$ cat src/rtl/frv_pipeline_execute_pkg.sv
// frv_pipeline_execute_pkg: shared FU indices, uop codes and multiplier states
package frv_pipeline_execute_pkg;
    localparam int FU_ALU = 0;
    localparam int FU_MUL = 1;
    localparam int FU_LSU = 2;
    localparam int FU_CSR = 4;
    localparam int LSU_STORE_BIT = 4;
    localparam logic [4:0] ALU_ADD  = 5'd0;
    localparam logic [4:0] ALU_SUB  = 5'd1;
    localparam logic [4:0] ALU_AND  = 5'd2;
    localparam logic [4:0] ALU_OR   = 5'd3;
    localparam logic [4:0] ALU_XOR  = 5'd4;
    localparam logic [4:0] ALU_SLT  = 5'd5;
    localparam logic [4:0] ALU_SLTU = 5'd6;
    localparam logic [4:0] ALU_SLL  = 5'd7;
    localparam logic [4:0] ALU_SRL  = 5'd8;
    localparam logic [4:0] ALU_SRA  = 5'd9;
    localparam logic [4:0] MUL_MUL    = 5'd0;
    localparam logic [4:0] MUL_MULH   = 5'd1;
    localparam logic [4:0] MUL_MULHSU = 5'd2;
    localparam logic [4:0] MUL_MULHU  = 5'd3;
    typedef enum logic [1:0] {MUL_IDLE, MUL_RUN, MUL_DONE} mul_state_e;
endpackage

$ cat src/rtl/frv_mul_iter.sv
// frv_mul_iter: iterative shift-add multiplier, one multiplier bit per cycle
module frv_mul_iter
    import frv_pipeline_execute_pkg::*;
#(
    parameter int XLEN = 32,
    parameter int MUL_ITERS = 32
) (
    input  logic            g_clk,
    input  logic            g_reset,
    input  logic            start,
    input  logic [4:0]      op,
    input  logic [XLEN-1:0] a,
    input  logic [XLEN-1:0] b,
    input  logic            flush,
    input  logic            ack,
    output logic            done,
    output logic [XLEN-1:0] result
);
    localparam int CW = $clog2(MUL_ITERS);
    localparam logic [CW-1:0] LAST = CW'(MUL_ITERS - 1);
    mul_state_e state, state_nxt;
    logic [2*XLEN-1:0] acc, md, prod;
    logic [XLEN-1:0] mr, abs_a, abs_b;
    logic [CW-1:0] cnt;
    logic neg, sa, sb, hi;
    assign sa = op == MUL_MULH || op == MUL_MULHSU;
    assign sb = op == MUL_MULH;
    assign hi = sa || op == MUL_MULHU;
    assign abs_a = (sa & a[XLEN-1]) ? -a : a;
    assign abs_b = (sb & b[XLEN-1]) ? -b : b;
    always_comb begin
        state_nxt = state;
        case (state)
            MUL_IDLE: state_nxt = start ? MUL_RUN : MUL_IDLE;
            MUL_RUN:  state_nxt = cnt == LAST ? MUL_DONE : MUL_RUN;
            MUL_DONE: state_nxt = ack ? MUL_IDLE : MUL_DONE;
            default:  state_nxt = MUL_IDLE;
        endcase
        if (flush) state_nxt = MUL_IDLE;
    end
    always_ff @(posedge g_clk) begin
        if (g_reset) begin
            state <= MUL_IDLE;
            cnt <= '0;
            acc <= '0;
            md <= '0;
            mr <= '0;
            neg <= 1'b0;
        end else begin
            state <= state_nxt;
            if (state == MUL_IDLE && state_nxt == MUL_RUN) begin
                md <= {{XLEN{1'b0}}, abs_a};
                mr <= abs_b;
                neg <= (sa & a[XLEN-1]) ^ (sb & b[XLEN-1]);
                acc <= '0;
                cnt <= '0;
            end else if (state == MUL_RUN) begin
                if (mr[cnt]) acc <= acc + md;
                md <= md << 1;
                cnt <= cnt + 1'b1;
            end
        end
    end
    assign done = state == MUL_DONE;
    assign prod = neg ? -acc : acc;
    assign result = hi ? prod[2*XLEN-1:XLEN] : prod[XLEN-1:0];
endmodule

$ cat src/rtl/frv_pipeline_execute.sv
// frv_pipeline_execute: execute stage with inline ALU, iterative multiplier and s4 register
module frv_pipeline_execute
    import frv_pipeline_execute_pkg::*;
#(
    parameter int XLEN = 32,
    parameter int MUL_ITERS = 32
) (
    input  logic            g_clk,
    input  logic            g_reset,
    input  logic            flush,
    input  logic            s3_p_valid,
    output logic            s3_p_busy,
    input  logic [4:0]      s3_rd,
    input  logic [XLEN-1:0] s3_opr_a,
    input  logic [XLEN-1:0] s3_opr_b,
    input  logic [XLEN-1:0] s3_opr_c,
    input  logic [31:0]     s3_pc,
    input  logic [4:0]      s3_uop,
    input  logic [4:0]      s3_fu,
    input  logic            s3_trap,
    input  logic [1:0]      s3_size,
    input  logic [31:0]     s3_instr,
    input  logic            s4_p_busy,
    output logic            s4_p_valid,
    output logic [4:0]      s4_rd,
    output logic [XLEN-1:0] s4_wdata,
    output logic [XLEN-1:0] s4_opr_c,
    output logic [31:0]     s4_pc,
    output logic [31:0]     s4_instr,
    output logic [4:0]      s4_uop,
    output logic [4:0]      s4_fu,
    output logic            s4_trap,
    output logic [1:0]      s4_size,
    output logic            s4_load,
    output logic            s4_csr
);
    localparam int SW = $clog2(XLEN);
    logic fire, mul_done;
    logic [XLEN-1:0] alu, mul_result, wdata;
    logic [SW-1:0] sh;
    assign sh = s3_opr_b[SW-1:0];
    assign s3_p_busy = s4_p_busy | (s3_p_valid & s3_fu[FU_MUL] & ~mul_done);
    assign fire = s3_p_valid & ~s3_p_busy & ~flush;
    frv_mul_iter #(.XLEN(XLEN), .MUL_ITERS(MUL_ITERS)) u_mul (
        .g_clk(g_clk),
        .g_reset(g_reset),
        .start(s3_p_valid & s3_fu[FU_MUL]),
        .op(s3_uop),
        .a(s3_opr_a),
        .b(s3_opr_b),
        .flush(flush),
        .ack(fire),
        .done(mul_done),
        .result(mul_result)
    );
    always_comb begin
        alu = s3_opr_a + s3_opr_b;
        case (s3_uop)
            ALU_SUB:  alu = s3_opr_a - s3_opr_b;
            ALU_AND:  alu = s3_opr_a & s3_opr_b;
            ALU_OR:   alu = s3_opr_a | s3_opr_b;
            ALU_XOR:  alu = s3_opr_a ^ s3_opr_b;
            ALU_SLT:  alu = {{(XLEN-1){1'b0}}, $signed(s3_opr_a) < $signed(s3_opr_b)};
            ALU_SLTU: alu = {{(XLEN-1){1'b0}}, s3_opr_a < s3_opr_b};
            ALU_SLL:  alu = s3_opr_a << sh;
            ALU_SRL:  alu = s3_opr_a >> sh;
            ALU_SRA:  alu = $signed(s3_opr_a) >>> sh;
            default:  alu = s3_opr_a + s3_opr_b;
        endcase
    end
    // LSU/CFU/CSR all produce an address-style sum
    assign wdata = s3_fu[FU_ALU] ? alu : s3_fu[FU_MUL] ? mul_result : s3_opr_a + s3_opr_b;
    always_ff @(posedge g_clk) begin
        if (g_reset) begin
            s4_p_valid <= 1'b0;
            s4_rd <= '0;
            s4_wdata <= '0;
            s4_opr_c <= '0;
            s4_pc <= '0;
            s4_instr <= '0;
            s4_uop <= '0;
            s4_fu <= '0;
            s4_trap <= 1'b0;
            s4_size <= '0;
        end else if (flush) begin
            s4_p_valid <= 1'b0;
        end else if (fire) begin
            s4_p_valid <= 1'b1;
            s4_rd <= s3_rd;
            s4_wdata <= wdata;
            s4_opr_c <= s3_opr_c;
            s4_pc <= s3_pc;
            s4_instr <= s3_instr;
            s4_uop <= s3_uop;
            s4_fu <= s3_fu;
            s4_trap <= s3_trap;
            s4_size <= s3_size;
        end else if (!s4_p_busy) begin
            s4_p_valid <= 1'b0;
        end
    end
    assign s4_load = s4_p_valid & s4_fu[FU_LSU] & ~s4_uop[LSU_STORE_BIT];
    assign s4_csr = s4_p_valid & s4_fu[FU_CSR];
endmodule

$ cat config.mk
export PLATFORM = sky130hd
export DESIGN_NAME = frv_pipeline_execute
export DESIGN_NICKNAME = d
export VERILOG_FILES = /design/src/rtl/frv_pipeline_execute_pkg.sv /design/src/rtl/frv_mul_iter.sv /design/src/rtl/frv_pipeline_execute.sv
export SDC_FILE = /design/constraint.sdc
export NUM_CORES = 2
export LEC_CHECK = 0
export BUFFER_PORTS_ARGS = -buffer_cell sky130_fd_sc_hd__clkbuf_2
export CAP_MARGIN = 20
export CORE_AREA = 2 2 283 285
export CTS_CLUSTER_DIAMETER = 80
export DETAILED_ROUTE_END_ITERATION = 10
export DIE_AREA = 0 0 285 287
export SLEW_MARGIN = 5
export SYNTH_ARGS = -nofsm -noshare
export SYNTH_HDL_FRONTEND = slang
export SYNTH_SLANG_ARGS = --single-unit
export TNS_END_PERCENT = 10
$ cat constraint.sdc
create_clock -name g_clk -period 8 [get_ports g_clk]
set_input_delay 1.2 -clock g_clk [delete_from_list [all_inputs] [get_ports g_clk]]
set_output_delay 1.2 -clock g_clk [all_outputs]
set_load 0.03 [all_outputs]
==> run_results.csv <==
group,metric,value,unit
critical_path,worstSetupEndpointType,"flop",
timing,setup_total_negative_slack,0,ps
critical_path,slowest_stage,"sky130_fd_sc_hd__a311oi_1",
clock_tree,cts-root-to-sink-buffers,3,
critical_path,buffers_inverters_on_critical_path,2,
final_layout,final_cell_mix,"640 x sky130_fd_sc_hd__nand2_1, 429 x sky130_fd_sc_hd__a21oi_1, 358 x sky130_fd_sc_hd__nor2_1",
final_layout,stdcell_count,5004,
timing,max_slew.worst_pin.slew,1133,ps
timing,setup_ws,3105,ps
power_and_ir_drop,static-leakage-power,12.38,nW
clock_tree,postCtsSetupBuffers,0,
logic_synthesis,synth_nets,4136,
grt,grt.met3_usage,5.206,%
place,place_congestion,1.020,
critical_path,worstRegToRegCells,11,
min_path,hold_path.class,"reg2reg",
grt,grt_pass1_wl,177500,um
grt,grt_start_max_net_pins,104,
final_layout,post_route_cells_drive_above_1_share,14.38,%
grt,grt-ovfl-total,0,
timing,slew_headroom,24.22,%
floorplan,design.portCount,333,
critical_path,cp.required,8490,ps
clock_tree,clock-root-buffer,"sky130_fd_sc_hd__clkbuf_16",
place,io_buffers,332,
drt,firstDrtPassIters,7,
timing,timing.final.crit_period,4895,ps
floorplan,floorplan.die_area,81800,um2
floorplan,die_width,285,um
clock_tree,hold_buffers,0,
clock_tree,numCtsBuffers,40,
floorplan,start_util,34.89,%
clock_tree,cts.htree.levels,2,
logic_synthesis,number_of_instances_in_the_synthesized_netlist,3785,
logic_synthesis,syn-cell-area,27430,um2
place,post-place-ws,2609,ps
logic_synthesis,edff_count_synth,0,
final_layout,numnets_final,4273,
logic_synthesis,synthesis.area_per_instance,7.247,um2
power_and_ir_drop,ir_drop,0.1298,mV
clock_tree,clkSlewWorstSetupHoldPaths,60,ps
grt,initial_antenna_violation_count,4,
critical_path,critPathTopFamily,"compound AO/OA/AOI/OAI gates",
drt,detailroute.via_count,30124,
floorplan,floorplan_core_area,78610,um2
run_status,run_status,"completed",
place,dp_cells,4930,
logic_synthesis,synth.distinct_cells,97,
power_and_ir_drop,power_total,4.644,mW
logic_synthesis,ys_async_sr_fraction,0,%
timing,slew_violations,0,
logic_synthesis,synth-warning-count,0,
final_layout,most_common_cell_after_layout_fill_and_taps_aside,"sky130_fd_sc_hd__nand2_1",
floorplan,floorplan.rows,103,
critical_path,critical_path_arrival,5390,ps
min_path,hold-path-cell-count,2,
logic_synthesis,synth_top_flop_cell,"sky130_fd_sc_hd__dfxtp_1",
timing,setup_viol_count_final,0,
grt,gr-usage-all-layers,28.19,%
drt,routed_wire_length_per_instance,24.25,um
timing,timing.final.hold_violations,0,
logic_synthesis,synth_seq_area_share,22.99,%
timing,final_min_period_over_clock_period,61.18,%
critical_path,cpPeakStageDelay,900,ps
clock_tree,clkSinkCount,315,
grt,met2_global_route_usage,43.05,%
critical_path,worst_setup_path_start_kind,"input pin",
clock_tree,resized_gates_after_cts,0,
grt,grt_pass1_vias,26964,
critical_path,critical_path_class,"in2reg",
logic_synthesis,ys_ff_latch,315,
power_and_ir_drop,power-per-cell-area,149.2,nW/um2
critical_path,worstSetupPathDepth,13,
floorplan,die_h,287,um
final_layout,syn_to_final_growth,13.46,%
job,drv.max_cap_violation_count,0,
grt,groute.layer.met1.usage,38.52,%
critical_path,critical_path.max_fanout,28,
clock_tree,clock_latency_at_the_later_pin_of_the_worst_skew_pair,620,ps
place,detailed_place_hpwl,92680,um
drt,route.detailed.drc,0,
timing,rsz0062_at_grt,"false",
drt,drtIter0Drc,3628,
clock_tree,tritoncts,"yes",
timing,max_clock_freq,204.3,MHz
grt,gr-max-usage-layer,"met2",
timing,fin_worst_skew,38.91,ps
drt,via_per_inst,6.020,
critical_path,critPathMostFrequentCell,"sky130_fd_sc_hd__a221o_1",
critical_path,crit_path_cell_trace,"buf_4 > inv_1 > fa_1 > nor2b_1 > o21ai_1 > nand3_1 > a311oi_1 > nor3_1 > nor2_1 > o31ai_1 > a221o_1 > a221o_1 > o311ai_0",
drt,route.final.wire_length,121400,um
timing,hold_slack,451.7,ps
drt,drtAntennaViolNets,0,
## cell type report
class,count,area [um2]
diodes,3,7.507
clock inverters,17,260.3
fillers,8329,47490
clock buffers,54,1124
well taps,1050,1314
inverters,125,469.2
repair buffers,375,1993
multi-input cells,3065,19650
flip-flops and latches,315,6307
## kinds of logic after synthesis
logic type	share of synthesized area, %
and+or+nand+nor	22.71
AOI/OAI and AO/OA	27.38
buffers and inverters	5.752
DFF	22.99
xor gates and xnor gates	5.524
adders and majority gates	7.745
muxes	7.900
## layer usage
| layer | part of all wire, % | vias to the layer above |
|---|---|---|
| met5 | 0.019 | - |
| met4 | 5.1 | 4 |
| met3 | 9.6 | 297 |
| met2 | 43 | 1625 |
| met1 | 42 | 14252 |
| li1 | - | 13946 |
## cells in the mapped netlist (all sizes together) (46+ instances only)
cell type / number / area [um2]
ha: 165 / 2064
a21oi: 431 / 2161
nand3: 67 / 340.3
mux2i: 86 / 860.8
o21ai: 190 / 950.9
nor2: 362 / 1364
nor3: 95 / 503.0
a211oi: 54 / 410.4
buf: 58 / 275.3
nand2: 640 / 2402
dfxtp: 315 / 6306
clkbuf: 222 / 833.3
inv: 122 / 457.9
mux4: 46 / 1036
xnor2: 129 / 1130
a21o: 49 / 367.9
## power breakdown
part | switching [mW] | internal, mW | leakage (nW) | total (mW)
Sequential | 0.0340 | 1.61 | 2.55 | 1.64
Combinational | 0.723 | 0.347 | 9.17 | 1.07
Clock | 0.807 | 1.13 | 0.661 | 1.93
## worst min-delay path: stages (launching register included)
cell and delay (ps):
sky130_fd_sc_hd__dfxtp_1 320, sky130_fd_sc_hd__nand2_1 40, sky130_fd_sc_hd__o21ai_0 50
## worst paths after layout
path / slack (ps) / start / endpoint
min: 450 / u_mul.mr[1] / u_mul.mr[1]
max: 3110 / s3_opr_b[1] / s4_wdata[24]
max reg2reg: 3650 / u_mul.cnt[0] / u_mul.acc[36]
min reg2reg: 450 / u_mul.mr[1] / u_mul.mr[1]
## stage by stage
step / cell area (um2) / utilization (%)
floorplan: 27430 / -
global placement: 29730 / 37.82
detailed placement: 29730 / 37.82
CTS: 31120 / 39.58
global route: 31120 / 39.58
finish: 31120 / 39.59
## registers in the layout (all words and copies together), names as in the netlist
name,cells
s4_size,2
u_mul.neg,1
s4_fu,5
u_mul.cnt,5
s4_rd,5
s4_trap,1
u_mul.mr,32
s4_wdata,32
u_mul.acc,64
u_mul.md,64
s4_p_valid,1
s4_uop,5
s4_opr_c,32
s4_instr,32
u_mul.state,2
s4_pc,32
(Power assumes the default switching activity.)
